<file path="config.mk">
export PLATFORM = sky130hd
export DESIGN_NAME = sn_stream_gen
export DESIGN_NICKNAME = d
export VERILOG_FILES = /design/src/rtl/sng_pkg.sv /design/src/rtl/sng_lfsr.sv /design/src/rtl/sn_stream_gen.sv
export SDC_FILE = /design/constraint.sdc
export NUM_CORES = 1
export LEC_CHECK = 0
export ABC_AREA = 0
export CAP_MARGIN = 0
export CORE_MARGIN = 2
export CORE_UTILIZATION = 25
export CTS_BUF_LIST = sky130_fd_sc_hd__clkbuf_8
export DETAILED_ROUTE_END_ITERATION = 16
export RECOVER_POWER = 100
export SLEW_MARGIN = 10
export SYNTH_ARGS = -nofsm -noshare
export SYNTH_HDL_FRONTEND = slang
export SYNTH_SLANG_ARGS = --single-unit
</file>
<file path="constraint.sdc">
create_clock -name i_clk_sng -period 1.9 [get_ports i_clk_sng]
set_clock_uncertainty 0.15 [all_clocks]
set_input_delay 0.38 -clock i_clk_sng [delete_from_list [all_inputs] [get_ports i_clk_sng]]
set_output_delay 0.38 -clock i_clk_sng [all_outputs]
set_load 0.005 [all_outputs]
</file>
<file path="src/rtl/sng_pkg.sv">
// rtl/sng_pkg.sv - shared types, LFSR tap table and offset-binary helper for the SNG bank
package sng_pkg;

   typedef enum logic [1:0] {
      IDLE = 2'd0,
      RUN  = 2'd1,
      DONE = 2'd2
   } sng_state_t;

   // Tap masks for a shift-left Fibonacci LFSR; bit i set means stage i feeds back.
   localparam logic [7:0] TAPS_W4 = 8'h0C;  // x^4+x^3+1
   localparam logic [7:0] TAPS_W5 = 8'h14;  // x^5+x^3+1
   localparam logic [7:0] TAPS_W6 = 8'h30;  // x^6+x^5+1
   localparam logic [7:0] TAPS_W7 = 8'h60;  // x^7+x^6+1
   localparam logic [7:0] TAPS_W8 = 8'hB8;  // x^8+x^6+x^5+x^4+1

   function automatic logic [7:0] lfsr_taps(input int width);
      case (width)
         5:       return TAPS_W5;
         6:       return TAPS_W6;
         7:       return TAPS_W7;
         8:       return TAPS_W8;
         default: return TAPS_W4;
      endcase
   endfunction

   // Adding 2^(width-1) modulo 2^width is the same as flipping the sign bit.
   function automatic logic [7:0] offset_bin(input logic [7:0] x, input int width);
      return x ^ (8'h01 << (width - 1));
   endfunction

endpackage

</file>
<file path="src/rtl/sng_lfsr.sv">
// rtl/sng_lfsr.sv - de Bruijn (all-zero inserted) Fibonacci LFSR, period 2^WIDTH
module sng_lfsr #(
   parameter int               WIDTH = 4,
   parameter logic [WIDTH-1:0] SEED  = WIDTH'(1)
) (
   input  logic             clk,
   input  logic             rst,
   input  logic             load,
   input  logic             en,
   output logic [WIDTH-1:0] state
);
   import sng_pkg::*;

   localparam logic [WIDTH-1:0] TAPS = WIDTH'(lfsr_taps(WIDTH));

   logic fb;

   // Inverting feedback when the low stages are all zero splices 0 between 100..0 and 00..01.
   assign fb = (^(state & TAPS)) ^ (state[WIDTH-2:0] == '0);

   always_ff @(posedge clk) begin
      if (rst || load) begin
         state <= SEED;
      end else if (en) begin
         state <= {state[WIDTH-2:0], fb};
      end
   end

endmodule

</file>
<file path="src/rtl/sn_stream_gen.sv">
// rtl/sn_stream_gen.sv - bipolar stochastic-number generator bank with start/valid/done framing
module sn_stream_gen #(
   parameter int               N_LANE = 4,
   parameter int               WIDTH  = 4,
   parameter int               LEN_W  = 8,
   parameter logic [WIDTH-1:0] SEED   = WIDTH'(4'b0001)
) (
   input  logic                             i_clk_sng,
   input  logic                             i_rst_sng,
   input  logic                             i_start_sng,
   input  logic                             i_stop_sng,
   input  logic [N_LANE-1:0][WIDTH-1:0]     i_x_sng,
   input  logic [LEN_W-1:0]                 i_len_sng,
   output logic                             o_busy_sng,
   output logic                             o_valid_sng,
   output logic [N_LANE-1:0]                o_sn_bit_sng,
   output logic                             o_done_sng
);
   import sng_pkg::*;

   sng_state_t                   state, state_nxt;
   logic [N_LANE-1:0][WIDTH-1:0] xo;
   logic [LEN_W-1:0]             len_q;
   logic [LEN_W-1:0]             cnt;
   logic [WIDTH-1:0]             r;
   logic                         start_ok;
   logic                         last;

   always_ff @(posedge i_clk_sng) begin
      if (i_rst_sng) begin
         state <= IDLE;
      end else begin
         state <= state_nxt;
      end
   end

   always_comb begin
      state_nxt   = state;
      start_ok    = 1'b0;
      o_busy_sng  = 1'b0;
      o_valid_sng = 1'b0;
      o_done_sng  = 1'b0;
      last        = (cnt == len_q);
      case (state)
         IDLE: begin
            if (i_start_sng) begin
               start_ok  = 1'b1;
               state_nxt = RUN;
            end
         end
         RUN: begin
            o_busy_sng  = 1'b1;
            o_valid_sng = 1'b1;
            if (last || i_stop_sng) begin
               state_nxt = DONE;
            end
         end
         DONE: begin
            o_busy_sng = 1'b1;
            o_done_sng = 1'b1;
            state_nxt  = IDLE;
         end
         default: state_nxt = IDLE;
      endcase
   end

   // cnt counts bits already emitted, so the bit with cnt == len_q is the last one.
   always_ff @(posedge i_clk_sng) begin
      if (i_rst_sng) begin
         xo    <= '0;
         len_q <= '0;
         cnt   <= '0;
      end else if (start_ok) begin
         for (int k = 0; k < N_LANE; k++) begin
            xo[k] <= WIDTH'(offset_bin(8'(i_x_sng[k]), WIDTH));
         end
         len_q <= i_len_sng;
         cnt   <= '0;
      end else if (state == RUN) begin
         cnt <= cnt + LEN_W'(1);
      end
   end

   sng_lfsr #(
      .WIDTH (WIDTH),
      .SEED  (SEED)
   ) u_lfsr (
      .clk   (i_clk_sng),
      .rst   (i_rst_sng),
      .load  (start_ok),
      .en    (o_valid_sng),
      .state (r)
   );

   // XOR with the lane index permutes r per lane, so each lane still sees every value once.
   always_comb begin
      o_sn_bit_sng = '0;
      for (int k = 0; k < N_LANE; k++) begin
         o_sn_bit_sng[k] = o_valid_sng && (xo[k] > (r ^ WIDTH'(k)));
      end
   end

endmodule
</file>
Word-level counts from Yosys, hierarchy flattened
Index checks and enable logic that the tools add are counted.
Storage, ports and cells
  logic and storage cells: 46
  input bits: 28
  bits in registers: 38
  output and inout port bits: 7
Cells by class
  mux-type cells: 8
  add/sub/neg operators: 1
  equality and inequality tests: 5
  bitwise logic cells: 8
  reduce and logical (&&, ||, !) cells: 12
  magnitude comparators: 4
Operator list (count)
  4-bit > comparator: 4
  8-bit by 1-bit adder with 8-bit output (second input constant): 1
  8-bit equality test: 1
  1-bit NOT: 6
  1-bit 2-to-1 mux: 5
  1-bit logical AND: 4
  2-bit 2-to-1 mux: 2
  2-bit != test (second input constant): 2
  2-bit one-hot mux with 2 select lines: 1
  2-bit OR reduction: 2
  4-bit XOR reduction: 1
  3-bit logical NOT: 1
  2-bit by 1-bit equality test with 1-bit output (second input constant): 1
  2-bit equality test (second input constant): 1
  2-bit logical NOT: 1
  1-bit logical OR: 2
  2-bit NOT: 1
  2-bit AND reduction: 1
  1-bit XOR: 1

Longest topological paths before layout
  depth after elaboration: 4
  gate-level depth with buffers: 7
  mapped depth without buffers: 6

Cells and area by module
A second synthesis with hierarchy kept.
Second synthesis, totals
  cell total of the unflattened synthesis: 237
  area, all modules: 1995.7 um2
Modules (own cells, without submodules)
  sn_stream_gen: cells an instance 220, times used 1, sequential area each 680.7 um2, area each 1819.2 um2
  sng_lfsr: cells an instance 17, times used 1, sequential area each 80.1 um2, area each 176.4 um2

Least setup slack after synthesis
No wires, ideal clock.
  path type: reg-to-output
  start: register u_lfsr.state[1]
  end: output o_sn_bit_sng[0]
  data arrival time: 1196 ps
  path buffers: 0
  cell stages (with the launch flop): 7
  required time: 1370 ps
  slack: 174 ps
  cell sequence: dfxtp_1 -> inv_1 -> ha_1 -> nor2b_1 -> o21a_1 -> o21ai_1 -> a21oi_1
On the way
  longest elaborated chain between the ends: 2
Ends and longest elaborated chain
  start: declaration: line sng_lfsr.sv:10  | output logic [WIDTH-1:0] state
  start signal: assignment: line sng_lfsr.sv:25  | state <= {state[WIDTH-2:0], fb};
  4-bit > comparator: line sn_stream_gen.sv:99  | o_sn_bit_sng[k] = o_valid_sng && (xo[k] > (r ^ WIDTH'(k)));
  1-bit logical AND: line sn_stream_gen.sv:99
  end: declaration: line sn_stream_gen.sv:16  | output logic [N_LANE-1:0] o_sn_bit_sng,
Every way passes these cells.

Final worst setup path
  start: register u_lfsr.state[1]
  end: output o_sn_bit_sng[2]
On the way
  longest elaborated chain between the ends: 3
Ends and longest elaborated chain (line)
  1-bit NOT (no line)
  4-bit > comparator: sn_stream_gen.sv:99
  1-bit logical AND: sn_stream_gen.sv:99
Every way passes these cells.

==> qor.csv <==
stage,metric,value,unit
global_route,vias in the first global route,1807,
global_route,total gr overflow,0,
detailed_routing,routed via count,1784,
clocking,worst-skew pair later-pin latency,0.29,ns
die,Rows,32,
clocking,clock buffer count from CTS,5,
power_and_ir_drop,VDD IR max,0.353,mV
die,Die Ht,93.7,um
yosys,synth top area cells,"dfxtp_1 (38%), ha_1 (14%), nand2_1 (9.1%)",
yosys,Synth warnings,0,
worst_setup_path,crit path capture,o_sn_bit_sng[2],
yosys,Post-synth EDFFs,0,
global_route,Most Crowded Layer GR,met2,
layout,most frequent cells in the layout,"nand2_1 (49), dfxtp_1 (33), clkdlybuf4s50_1 (27)",
layout,area of the multi-input gates,1340,sq um
worst_setup_path,Worst R2R Path Depth,7,
layout,share of layout cells above drive strength 1,24.0,%
layout,filler cell count,814,
worst_setup_path,CP max stage delay,0.34,ns
timing,final hold slack,0.305,ns
clocking,clock root buffer,clkbuf_8,
worst_setup_path,worst path cell trace,"buf_6, ha_4, nand3_4, buf_6, o221a_1, buf_2",
die,die footprint,8780,sq um
worst_setup_path,worst setup path startpoint,u_lfsr.state[1],
hold_path,type of the most critical hold path,flip-flop to flip-flop,
timing,crit path time final,2.10,ns
worst_setup_path,"most used cell, CP",buf_6,
power_and_ir_drop,Lkg Pwr,1.21,nW
die,Die X,93.7,um
global_route,first-pass GRT wire length,7990,um
die,total core area,7770,sq um
run,maxcap violations,0,
outcome,violated checks,setup timing,
worst_setup_path,worst reg2reg path endpoint,xo[15],
yosys,register bit total from synthesis,38,
yosys,share of the yosys chip area belonging to registers,37.8,%
yosys,Synth Cell Area,2010,sq um
worst_setup_path,Crit path required time,1.37,ns
worst_setup_path,Worst Path Max Fanout,4,
clocking,CTS tree,built,
yosys,Synth cell types,35,
timing,Max Clk Rate,476,MHz
die,Starting Density,25.9,%
timing,RSZ-0062 raised after global routing,true,
worst_setup_path,WP data arrival,1.57,ns
yosys,top_reg_cell synth,dfxtp_1,
detailed_routing,WL per Instance,11.9,um
clocking,clk sink count,38,
detailed_routing,initial drt markers,59,
layout,"Net count, final",345,
detailed_routing,ANT nets after route,0,
worst_setup_path,CP Capture Type,primary output,
global_route,met3 GRT Util,2.17,%
yosys,Synth top area share,37.8,%
timing,Final Max Tran Viols,0,
layout,ant diodes,0,
layout,register area,767,sq um
yosys,Yosys top cell by area,dfxtp_1,
worst_setup_path,crit start category,flip-flop,
timing,final setup fails,4,
worst_setup_path,Reg-to-Reg Start,state[1],
yosys,ys async rst share,0,%
global_route,initial antenna violation count,0,
yosys,Post-Syn Nets,287,
worst_setup_path,R2R Setup Slk,0.02,ns
global_route,largest net degree at the start of global routing,29,
placement,"worst slack, placed",-0.313,ns
detailed_routing,number of remaining DRC errors,0,
layout,Synth-to-Final Area Change,48.0,%
die,I/O pin count,35,
yosys,Syn Area/Cell,8.48,sq um
layout,Final Util,38.3,%
worst_setup_path,Crit Path Class,flip-flop to primary output,
timing,Slew Limit Headroom,67.1,%
clocking,CTS clock-pin slew for the worst setup and hold paths,0.08,ns
outcome,status,"finished, violations left",
timing,final worst slack,-0.200,ns
worst_setup_path,"Slowest-stage cell, CP",dfxtp_2,
placement,IO buf count,34,
timing,Fin Setup TNS,-0.699,ns
power_and_ir_drop,power density cells,1220,nW/um^2
detailed_routing,DR vias/cell,4.48,
global_route,M1 GR Usage,14.2,%
clocking,Longest Clk Path Bufs,2,
placement,DPL Wire Length,3400,um
global_route,total global-route track usage,11.5,%
clocking,H-tree depth,2,
detailed_routing,Routed Wire Length,4740,um
placement,final estimated routing congestion in global placement,0.824,
detailed_routing,drt pass-1 iters,4,
timing,"Hold Vio Cnt, Final",0,
layout,"commonest non-fill, non-tap cell in the layout",nand2_1,
power_and_ir_drop,Power Total,3.63,mW
timing,final worst path period share,111,%
timing,actual slew at the worst max-slew pin,0.493,ns
yosys,Syn Inst Count,237,
global_route,GR Util met2,19.2,%
power breakdown:
group          internal (mW)  total, mW  leakage [nW]  switching [mW]
clock network          0.560      0.854        0.0714           0.294
logic                  0.881       1.70         0.825           0.822
registers              0.948       1.07         0.312           0.126
worst min path at each step:
stage | slack [ns] | end | cells after the start | startpoint
6_report | 0.31 | xo[4] | 2 | xo[4]
5_1_grt | 0.33 | xo[8] | 2 | xo[8]
4_1_cts | 0.31 | xo[4] | 2 | xo[4]
3_5_place_dp | 0.30 | xo[4] | 2 | xo[4]
3_3_place_gp | 0.29 | xo[4] | 2 | xo[4]
2_1_floorplan | 0.29 | xo[0] | 2 | xo[0]
state kept, by name, indices dropped and copies added, names as in the netlist:
name / flops
u_lfsr.state: 4
len_q: 8
state: 2
xo: 16
cnt: 8
cell usage after synthesis (2+ instances only):
| library cell | instances |
|---|---|
| nand2_1 | 49 |
| nor3b_1 | 2 |
| a32oi_1 | 2 |
| a21oi_1 | 27 |
| clkbuf_1 | 5 |
| or3_1 | 2 |
| mux2i_1 | 4 |
| nor4_4 | 2 |
| o21ai_1 | 2 |
| o21ai_0 | 2 |
| o22ai_1 | 2 |
| xor2_1 | 11 |
| ha_1 | 22 |
| inv_1 | 17 |
| buf_2 | 4 |
| a211oi_1 | 4 |
| nand3_1 | 5 |
| o21a_1 | 2 |
| nor2_1 | 13 |
| nand4_1 | 5 |
| dfxtp_1 | 38 |
| o221a_1 | 2 |
| nor2b_1 | 3 |
cell type report:
cell class | instances | area share [%]
clock buffer | 6 | 2.78
clock inverter | 2 | 2.02
inverter | 17 | 2.40
multi-input combinational | 172 | 44.9
sequential | 38 | 25.8
tap | 102 | 4.29
timing repair buffer | 61 | 17.8
kinds of logic (layout without fill, tap and decap cells):
logic type / Yosys count / after routing / share of synthesized area [%]
and+or+nand+nor: 85 / 85 / 20.2
buffers and inverters: 27 / 86 / 5.29
xor gates and xnor gates: 13 / 13 / 6.04
AOI/OAI and AO/OA: 48 / 48 / 15.0
adders and majority gates: 22 / 22 / 13.7
muxes: 4 / 4 / 1.99
DFF: 38 / 38 / 37.8
metrics by stage:
stage               instance area [sq um]  instances
global placement                     2610        385
detailed placement                   2610        385
global route                         2980        398
CTS                                  2910        396
floorplan                            2010        237
finish                               2980        398
per-layer routing:
| metal | part of all wire [%] | up-vias |
|---|---|---|
| li1 | - | 927 |
| met1 | 49 | 822 |
| met2 | 46 | 26 |
| met3 | 2.8 | 9 |
| met4 | 2.2 | 0 |
| met5 | 0 | - |
worst max-delay path, delay by kind of cell, from the launching register on:
family / cells / cell delay [ns]
buf+inv: 3 / 0.37
flops: 1 / 0.34
fa+ha+maj: 1 / 0.27
compound gates: 1 / 0.23
simple gates: 1 / 0.07
what timing repair did:
item,in CTS,in global routing
gates cloned,0,0
pin swaps,11,3
hold buffers,0,0
setup endpoints to repair,11,4
setup buffers,3,2
endpoints found under the hold margin,0,0
gates resized for setup,50,12
Note: power is estimated with default switching activity, not from simulation.
